## config.mk

```make
export PLATFORM = sky130hd
export DESIGN_NAME = program_loader
export DESIGN_NICKNAME = d
export VERILOG_FILES = /design/src/rtl/loader_pkg.sv /design/src/rtl/word_packer.sv /design/src/rtl/program_loader.sv
export SDC_FILE = /design/constraint.sdc
export NUM_CORES = 1
export LEC_CHECK = 0
export CAP_MARGIN = 15
export CELL_PAD_IN_SITES_DETAIL_PLACEMENT = 0
export CELL_PAD_IN_SITES_GLOBAL_PLACEMENT = 2
export CORE_MARGIN = 2
export CORE_UTILIZATION = 35
export DETAILED_ROUTE_END_ITERATION = 7
export DONT_BUFFER_PORTS = 1
export PLACE_DENSITY_LB_ADDON = 0.3
export SLEW_MARGIN = 0
export SYNTH_ARGS = -nofsm -noshare
export SYNTH_HDL_FRONTEND = slang
export SYNTH_SLANG_ARGS = --single-unit
```

## constraint.sdc

```tcl
create_clock -name clk -period 2.7 [get_ports clk]
set_input_delay 0.54 -clock clk [delete_from_list [all_inputs] [get_ports clk]]
set_output_delay 0.54 -clock clk [all_outputs]
set_load 0.03 [all_outputs]
```

## src/rtl/loader_pkg.sv

```systemverilog
`default_nettype none
// ============================================================================
// Package  : loader_pkg
// Brief    : Shared types for the UART program loader: FSM state encoding
//            and the committed-word counter type.
// Revision : 1.0  initial release
// ============================================================================
package loader_pkg;

  typedef enum logic [2:0] {
    IDLE  = 3'd0,
    CLEAR = 3'd1,
    HDR   = 3'd2,
    DATA  = 3'd3,
    WRITE = 3'd4,
    DONE  = 3'd5,
    ERROR = 3'd6,
    CHK   = 3'd7
  } loader_state_t;

  typedef logic [15:0] word_count_t;

endpackage
`default_nettype wire

```

## src/rtl/word_packer.sv

```systemverilog
`default_nettype none
// ============================================================================
// Module   : word_packer
// Brief    : Assembles received bytes into a memory word in the configured
//            byte order and flags the byte that completes the word.
// Revision : 1.0  initial release
// ============================================================================
module word_packer #(
  parameter int WORD_BYTES = 4,
  parameter bit BIG_ENDIAN = 1'b1
) (
  input  logic                    clk,
  input  logic                    rst_n,
  input  logic [7:0]              data_byte,
  input  logic                    valid,
  input  logic                    clear,
  output logic [8*WORD_BYTES-1:0] word,
  output logic                    word_ready
);

  localparam int DW = 8 * WORD_BYTES;
  localparam logic [3:0] LAST_BYTE = 4'(WORD_BYTES - 1);

  logic [3:0]    cnt;
  logic [DW-1:0] word_next;

  // Concatenate-then-truncate keeps both orders valid for a one-byte word.
  if (BIG_ENDIAN) begin : g_big
    assign word_next = DW'({word, data_byte});
  end else begin : g_little
    assign word_next = DW'({data_byte, word} >> 8);
  end

  assign word_ready = valid && (cnt == LAST_BYTE);

  // Shift register and byte-in-word counter.
  always_ff @(posedge clk or negedge rst_n) begin
    if (!rst_n) begin
      word <= '0;
      cnt  <= '0;
    end else if (clear) begin
      word <= '0;
      cnt  <= '0;
    end else if (valid) begin
      word <= word_next;
      cnt  <= word_ready ? 4'd0 : cnt + 4'd1;
    end
  end

endmodule
`default_nettype wire

```

## src/rtl/program_loader.sv

```systemverilog
`default_nettype none
// ============================================================================
// Module   : program_loader
// Brief    : UART boot loader. On a rising edge of flash it clears program
//            memory, reads a length header (MSB first), then writes that many
//            words starting at BASE_ADDR and reports done/error.
// Options  : LOADER_CHECKSUM_EN - adds a running XOR over header and data
//            bytes and a trailer byte compared against it in state CHK.
// Revision : 1.0  initial release
// ============================================================================
module program_loader
  import loader_pkg::*;
#(
  parameter int                    WORD_BYTES = 4,
  parameter int                    ADDR_WIDTH = 32,
  parameter int                    MEM_DEPTH  = 1024,
  parameter int                    LEN_BYTES  = 2,
  parameter bit                    BIG_ENDIAN = 1'b1,
  parameter logic [ADDR_WIDTH-1:0] BASE_ADDR  = '0
) (
  input  logic                    clk,
  input  logic                    rst_n,
  input  logic                    flash,
  input  logic [7:0]              uart_data,
  input  logic                    uart_valid,
  output logic                    mem_clear,
  output logic                    mem_we,
  output logic [ADDR_WIDTH-1:0]   mem_waddr,
  output logic [8*WORD_BYTES-1:0] mem_wdata,
  output logic                    busy,
  output logic                    done,
  output logic                    error,
  output logic [15:0]             words_written
);

  localparam int DW = 8 * WORD_BYTES;
  localparam int LW = 8 * LEN_BYTES;
  localparam logic [3:0] HDR_LAST = 4'(LEN_BYTES - 1);

  loader_state_t state, state_next;
  logic          flash_q;
  logic          rise, abort, set_done, set_err;
  logic [LW-1:0] len_r, len_next;
  logic [3:0]    hcnt;
  logic          hdr_last, len_zero, len_big, last_word;
  logic          pk_valid, pk_clear, word_ready;
  logic [DW-1:0] pk_word;
  logic [ADDR_WIDTH-1:0] waddr;

  assign rise      = flash && !flash_q;
  assign busy      = (state == CLEAR) || (state == HDR) || (state == DATA) ||
                     (state == WRITE) || (state == CHK);
  assign abort     = busy && !flash;
  assign mem_clear = (state == CLEAR);
  assign mem_we    = (state == WRITE);

  assign len_next  = LW'({len_r, uart_data});
  assign hdr_last  = (hcnt == HDR_LAST);
  assign len_zero  = (len_next == '0);
  assign len_big   = (64'(len_next) > 64'(MEM_DEPTH));
  assign last_word = ((32'(words_written) + 32'd1) == 32'(len_r));

  // A byte during WRITE is the next word's first byte unless this was the last word.
  assign pk_valid  = uart_valid && ((state == DATA) || ((state == WRITE) && !last_word));
  assign pk_clear  = (state == IDLE) || (state == CLEAR);

  assign waddr     = BASE_ADDR + ADDR_WIDTH'(words_written) * ADDR_WIDTH'(WORD_BYTES);
  assign mem_waddr = mem_we ? waddr : '0;
  assign mem_wdata = mem_we ? pk_word : '0;

  word_packer #(
    .WORD_BYTES (WORD_BYTES),
    .BIG_ENDIAN (BIG_ENDIAN)
  ) u_packer (
    .clk        (clk),
    .rst_n      (rst_n),
    .data_byte  (uart_data),
    .valid      (pk_valid),
    .clear      (pk_clear),
    .word       (pk_word),
    .word_ready (word_ready)
  );

`ifdef LOADER_CHECKSUM_EN
  logic [7:0] csum;
  logic       chk_ok;

  // Running XOR over every accepted header and data byte of the session.
  always_ff @(posedge clk or negedge rst_n) begin
    if (!rst_n) begin
      csum <= '0;
    end else if (state == CLEAR) begin
      csum <= '0;
    end else if (((state == HDR) && uart_valid) || pk_valid) begin
      csum <= csum ^ uart_data;
    end
  end

  assign chk_ok = (uart_data == csum);
`endif

  // State register; flash history resets high so a level held through reset never starts a session.
  always_ff @(posedge clk or negedge rst_n) begin
    if (!rst_n) begin
      state   <= IDLE;
      flash_q <= 1'b1;
    end else begin
      state   <= state_next;
      flash_q <= flash;
    end
  end

  // Next-state logic with completion/error events.
  always_comb begin
    state_next = state;
    set_done   = 1'b0;
    set_err    = 1'b0;
    if (abort) begin
      state_next = IDLE;
    end else begin
      case (state)
        IDLE:  if (rise) state_next = CLEAR;
        CLEAR: state_next = HDR;
        HDR: begin
          if (uart_valid && hdr_last) begin
            if (len_zero)     state_next = DONE;
            else if (len_big) state_next = ERROR;
            else              state_next = DATA;
          end
        end
        DATA:  if (word_ready) state_next = WRITE;
        WRITE: begin
          if (last_word) begin
`ifdef LOADER_CHECKSUM_EN
            // The trailer may already be on the line during the final write.
            if (uart_valid) state_next = chk_ok ? DONE : ERROR;
            else            state_next = CHK;
`else
            state_next = DONE;
`endif
          end else if (word_ready) begin
            state_next = WRITE;
          end else begin
            state_next = DATA;
          end
        end
`ifdef LOADER_CHECKSUM_EN
        CHK:   if (uart_valid) state_next = chk_ok ? DONE : ERROR;
`endif
        DONE:  if (!flash) state_next = IDLE;
        ERROR: if (!flash) state_next = IDLE;
        default: state_next = IDLE;
      endcase
    end
    set_done = (state_next == DONE) && (state != DONE);
    set_err  = abort || ((state_next == ERROR) && (state != ERROR));
  end

  // Session status: sticky flags and committed-word count, cleared on a new session.
  always_ff @(posedge clk or negedge rst_n) begin
    if (!rst_n) begin
      done          <= 1'b0;
      error         <= 1'b0;
      words_written <= '0;
    end else if ((state == IDLE) && rise) begin
      done          <= 1'b0;
      error         <= 1'b0;
      words_written <= '0;
    end else begin
      if (set_done) done  <= 1'b1;
      if (set_err)  error <= 1'b1;
      if (state == WRITE) words_written <= words_written + 16'd1;
    end
  end

  // Length header collection, MSB first.
  always_ff @(posedge clk or negedge rst_n) begin
    if (!rst_n) begin
      len_r <= '0;
      hcnt  <= '0;
    end else if (state == CLEAR) begin
      len_r <= '0;
      hcnt  <= '0;
    end else if ((state == HDR) && uart_valid) begin
      len_r <= len_next;
      hcnt  <= hcnt + 4'd1;
    end
  end

endmodule
`default_nettype wire

```

==> results <==
-- cell type report --
type	count	area share
Clock buffer	10	0.0384
Multi-Input combinational cell	392	0.437
Tap cell	180	0.0378
Sequential cell	78	0.330
Clock inverter	6	0.0158
Inverter	45	0.0284
Timing Repair Buffer	82	0.113
-- routing by layer --
| metal | vias to the layer above | track usage |
|---|---|---|
| met5 | - | 0 |
| met4 | 0 | 0.0582 |
| met3 | 9 | 0.0323 |
| met2 | 96 | 0.266 |
| met1 | 1961 | 0.271 |
| li1 | 1965 | - |
-- repair_timing --
| action | in CTS | in global routing |
|---|---|---|
| pin swaps | 1 | 8 |
| gates resized for setup | 1 | 10 |
| hold endpoints to repair | 77 | 0 |
| gates cloned | 0 | 2 |
| setup endpoints to repair | 4 | 37 |
| hold buffers | 1 | 0 |
| buffers inserted | 0 | 12 |
-- layout by cell type, fill, tap and decap left out, types with 16 or more instances in the layout --
cell type  instances
o21ai_0           29
nand2_1           69
xnor2_1           18
and3_1            24
nor2_1            53
inv_1             45
buf_4             78
conb_1            16
mux2i_1           34
dfrtp_1           69
-- through the flow --
| step | area (um^2) | setup slack (ps) | setup TNS [ps] |
|---|---|---|---|
| after floorplan | 4950 | 5.31 | 0 |
| after global placement | 5400 | 61.5 | 0 |
| after detailed placement | 5400 | -16.0 | -17.2 |
| after CTS | 5760 | 14.6 | 0 |
| after global routing | 5960 | -16.6 | -136 |
| final | 5960 | 95.2 | 0 |
-- path summary, 6_finish.rpt --
check | from | endpoint | slack (ps) | cells after the start
min in group clk | flash | flash_q$_DFF_PN1_ | 200 | 0
min reg2reg | u_packer.word[24]$_DFFE_PN0P_ | u_packer.word[24]$_DFFE_PN0P_ | 520 | 2
max reg2reg | words_written[2]$_DFFE_PN0P_ | u_packer.word[10]$_DFFE_PN0P_ | 100 | 11
max | words_written[2]$_DFFE_PN0P_ | u_packer.word[10]$_DFFE_PN0P_ | 100 | 11
min | rst_n | flash_q$_DFF_PN1_ | 40 | 0
max in group asynchronous | rst_n | words_written[1]$_DFFE_PN0P_ | 2260 | 1
-- cell families after synthesis --
family / Yosys count / share of synthesized area
DFF: 78 / 0.401
AOI/OAI and AO/OA: 89 / 0.126
and+or+nand+nor: 213 / 0.228
xor gates and xnor gates: 29 / 0.0537
other: 1 / 0.000770
adders and majority gates: 4 / 0.0103
muxes: 39 / 0.0810
buffers and inverters: 101 / 0.0984
-- critical path, delay by kind of cell (launching register included) --
kind                   cells  cell delay [ps]
AOI/OAI and AO/OA          2              270
and+or+nand+nor            4              730
buffers and inverters      3              500
DFF                        1              460
muxes                      2              570
-- state kept, by name, summed over array words and instances (netlist names) --
signal	count
u_packer.word	32
len_r	16
words_written	16
hcnt	4
u_packer.cnt	4
state	3
done	1
error	1
flash_q	1
-- power groups by stage --
stage               registers (W)  logic (W)  clock network, W
detailed placement        0.00145   0.000757                 0
floorplan                 0.00139   0.000616                 0
CTS                       0.00143   0.000789           0.00137
global placement          0.00145   0.000752                 0
finish                    0.00143   0.000837           0.00133
global route              0.00145   0.000931           0.00142
==> run metrics <==
outcome completed; vias in the first global route 3711; largest net degree at the start of global routing 78; Post-synth EDFFs 0; Clock Sinks 78; routed vias 4031; top cells by area, synth dfrtp_1, mux2i_1, nand2_1; CP required 2970 ps; Worst setup SP type flop; slew margin rel. 0.299; WS Path Type reg -> reg; Fillers 1362; clock buffer depth 2; most used standard cell by instance count after synthesis dfrtp_1; FMAX 384 MHz; part of the power in combinational logic 0.233; P&R area growth vs syn 22.3%; critical path endpoint category flop; Final HPWL DP 9460 um; post-route ant nets 0; Internal Power 0.00242 W; Pwr Total 0.00360 W; H-tree depth 3; share of power burned in registers 0.398; CP Data Arrival Time 2870 ps; most used cell, CP buf_12; clock skew 11.2 ps; Total Wirelength 13500 um; cell count after placement 762; Die ar. 14900 um^2; Register Area 1960 um^2; Power per Cell Area 604 nW/um^2; global-route wire length before repair 20800 um; Hold WS 40.7 ps; Clock Pin Slew Worst Setup and Hold Paths 60 ps; Hold WC Path Type in -> async; Multi-input gate area 2600 um^2; Post-Route Utilization 0.434; max-cap violations 0; gpl congestion 0.855; CTS Buf Count 9; # IOs 97; port bufs 0; Peak VDD IR 0.314 mV; Starting Density 0.355; DIE WIDTH 122 um; Synth area leader dfrtp_1; total gr overflow 0; ys flop type dfrtp_1; Post-synth top cells dfrtp_1, nand2_1, nor2_1, inv_1, mux2i_1; CP Max Fanout 10; # setup viols final 0; share of layout cells above drive strength 1 0.233; Routed met2 length 6070 um; Netlist cell types 60; Residual DRC 0; Syn Area/Cell 8.79 um^2; worst path cell trace buf_4 -> and4_1 -> nand4_1 -> mux2_2 -> a211oi_1 -> and4_4 -> o22ai_4 -> buf_12 -> nand2_8 -> buf_12 -> mux2i_1; CTS tree done; Routed wire per std cell 17.0 um; initial antenna violation count 0; Slew Viols, Final 0; slowest stage delay, CP 460 ps; worst-margin pin slew 1050 ps; Leak 2.87 nW; top-area cell type share of the netlist area 0.396; P_sw 0.00118 W; Tot GR Track Use 0.182; sequential area share after synthesis 0.401; Std-Cell Rows 43; Post-synth ARST share 1.00; initial DRC count 246; Sw Ratio 0.327; WL met1 6660 um; area of the mapped netlist 4870 um^2; clock group share of total power 0.369; post-synthesis cell count 554; Via-to-Cell Ratio 5.08; Tmin final 2600 ps; fin crit share 0.965; Antenna Cells 0; Ys Warns 0; slowest CP cell dfrtp_2; final net count 624; Vert. Die Dim 122 um; clk_lat worst skew 340 ps; WL met3 610 um; Root Buffer clkbuf_16; top sig layer met4; fin cells 793; core footprint 13700 um^2; First-pass DRT Iterations 4; Final Hold Vio Count 0; Yosys reg bits 78
No activity file was read; power rests on OpenSTA's default activity.
==> edit: new RTL, config.mk and constraints unchanged <==
The parameter `LEN_BYTES` goes from 2 to 1.
--- a/src/rtl/program_loader.sv
+++ b/src/rtl/program_loader.sv
@@ -14,7 +14,7 @@
   parameter int                    WORD_BYTES = 4,
   parameter int                    ADDR_WIDTH = 32,
   parameter int                    MEM_DEPTH  = 1024,
-  parameter int                    LEN_BYTES  = 2,
+  parameter int                    LEN_BYTES  = 1,
   parameter bit                    BIG_ENDIAN = 1'b1,
   parameter logic [ADDR_WIDTH-1:0] BASE_ADDR  = '0
 ) (
Function: changed (Yosys sat finds a counterexample within 10 cycles, from zero or initial values and one cycle with rst_n low).
==> edit against the original RTL <==
- the run now ends with negative setup slack left
- critical path depth is 1 lower
- area after synthesis is 17% lower
- worst setup slack worse by 0.13 ns
- routed wire length is 13% lower
- sequential cell count is 8 lower
- design area is 15% lower
- power is 19% lower
- core utilization is 1.1 points higher
- critical path type unchanged
==> edit: results (changes against the original RTL) <==
DETAILED_PLACEMENT_WIRELENGTH_ESTIMATE_UM=7640  # -19%
YOSYS-TOP-CELLS-COUNT='sky130_fd_sc_hd__dfrtp_1 (69), sky130_fd_sc_hd__and3_1 (46), sky130_fd_sc_hd__a22o_1 (44)'
DESIGN.FINAL.NETS=488  # -22%
VIOLATED_CHECKS='negative setup slack'
DPL_WORST_SLACK_NS=-0.123  # -0.107 ns
TIMING.CLOCK.SKEW_NS=0.00566  # -0.00552 ns
FIRST_GLOBAL_VIAS=3278  # -12%
GRT_START_MAX_NET_PINS=70  # -10%
TOTAL_PLACED_CELLS_INCLUDING_TAP_CELLS=587  # -23%
TIMING.FINAL.SETUP_VIOLATIONS=15  # +15
SYNTH_AREA_PER_CELL_UM2=9.51  # +8.2%
RUN_STATUS='complete, but fails checks'
YS_SEQ_AREA_FRAC=0.432  # +0.0307
FILLERINSTANCES=1128  # -17%
BIGGEST_REGS='u_packer.word x32, words_written x16, len_r x8'
POWER.IR.VDD_WORST_mV=0.247  # -21%
LAYOUT.CELLS.NON_FILLER=620  # -22%
GRT.TOTAL_USAGE=0.188  # +0.00585
TOTALNEGATIVESETUPSLACK_NS=-0.217  # -0.217 ns
ROUTABILITYCONGESTION=0.798  # -6.6%
CRIT_PATH_TOP_DELAY_CELL='sky130_fd_sc_hd__or4_4'
FP.DIEAREA_UM2=12500  # -16%
WL_PER_CELL_UM=19.0  # +12%
POST_DP_CELL_AREA_UM2=4490  # -17%
FINAL_LAYOUT_SIZE_SUFFIX_GT1_FRAC=0.247  # +0.0141
MAXSLEWHEADROOM=0.514  # +0.214
CRIT_FANOUT=4  # -6
GRT_FIRST_PASS_WIRELENGTH_UM=18500  # -11%
WORST_SLACK_NS=-0.0326  # -0.128 ns
-- edit: layout make-up --
class / count / area (um2) / area share
Clock buffer: 9 / 225 / 0.0445
Clock inverter: 7 / 63.8 / 0.0126
Tap cell: 143 / 179 / 0.0354
Timing Repair Buffer: 72 / 683 / 0.135
Multi-Input combinational cell: 309 / 2110 / 0.417
Sequential cell: 70 / 1760 / 0.348
Inverter: 10 / 37.5 / 0.00742
-- edit: path summary, 6_finish.rpt --
check	start	endpoint	slack (ns)	depth (start not counted)
setup / recovery	words_written[1]	u_packer.cnt[1]	-0.03	10
hold / removal	rst_n	flash_q	0.04	0
setup reg to reg	words_written[1]	u_packer.cnt[1]	-0.03	10
hold reg to reg	u_packer.word[28]	u_packer.word[28]	0.50	1
max in group asynchronous	rst_n	words_written[3]	2.30	1
min in group clk	flash	flash_q	0.19	0
-- edit: layer usage --
metal	vias up	GRT usage	part of all wire
met5	-	0	0
met4	0	0.0675	0.015
met3	12	0.0354	0.040
met2	85	0.281	0.46
met1	1712	0.272	0.49
li1	1622	-	-
-- edit: report_power, final --
group	leakage (nW)	internal, mW	switching (mW)	total [mW]
sequential	0.955	1.11	0.0721	1.18
clock	0.136	0.643	0.529	1.17
combinational	1.31	0.239	0.336	0.575
-- edit: cell families after synthesis --
logic type	synth area share
compound gates	0.202
xor+xnor	0.0388
fa+ha+maj	0.0123
buf+inv	0.0842
flops	0.432
mux	0.0148
other cells	0.000924
simple gates	0.215
-- edit: what timing repair did --
action,CTS,global route
gates resized for setup,9,5
endpoints found under the hold margin,69,0
setup endpoints to repair,38,40
gates cloned,3,1
pin swaps,8,5
buffers inserted,7,6
hold buffers,1,0
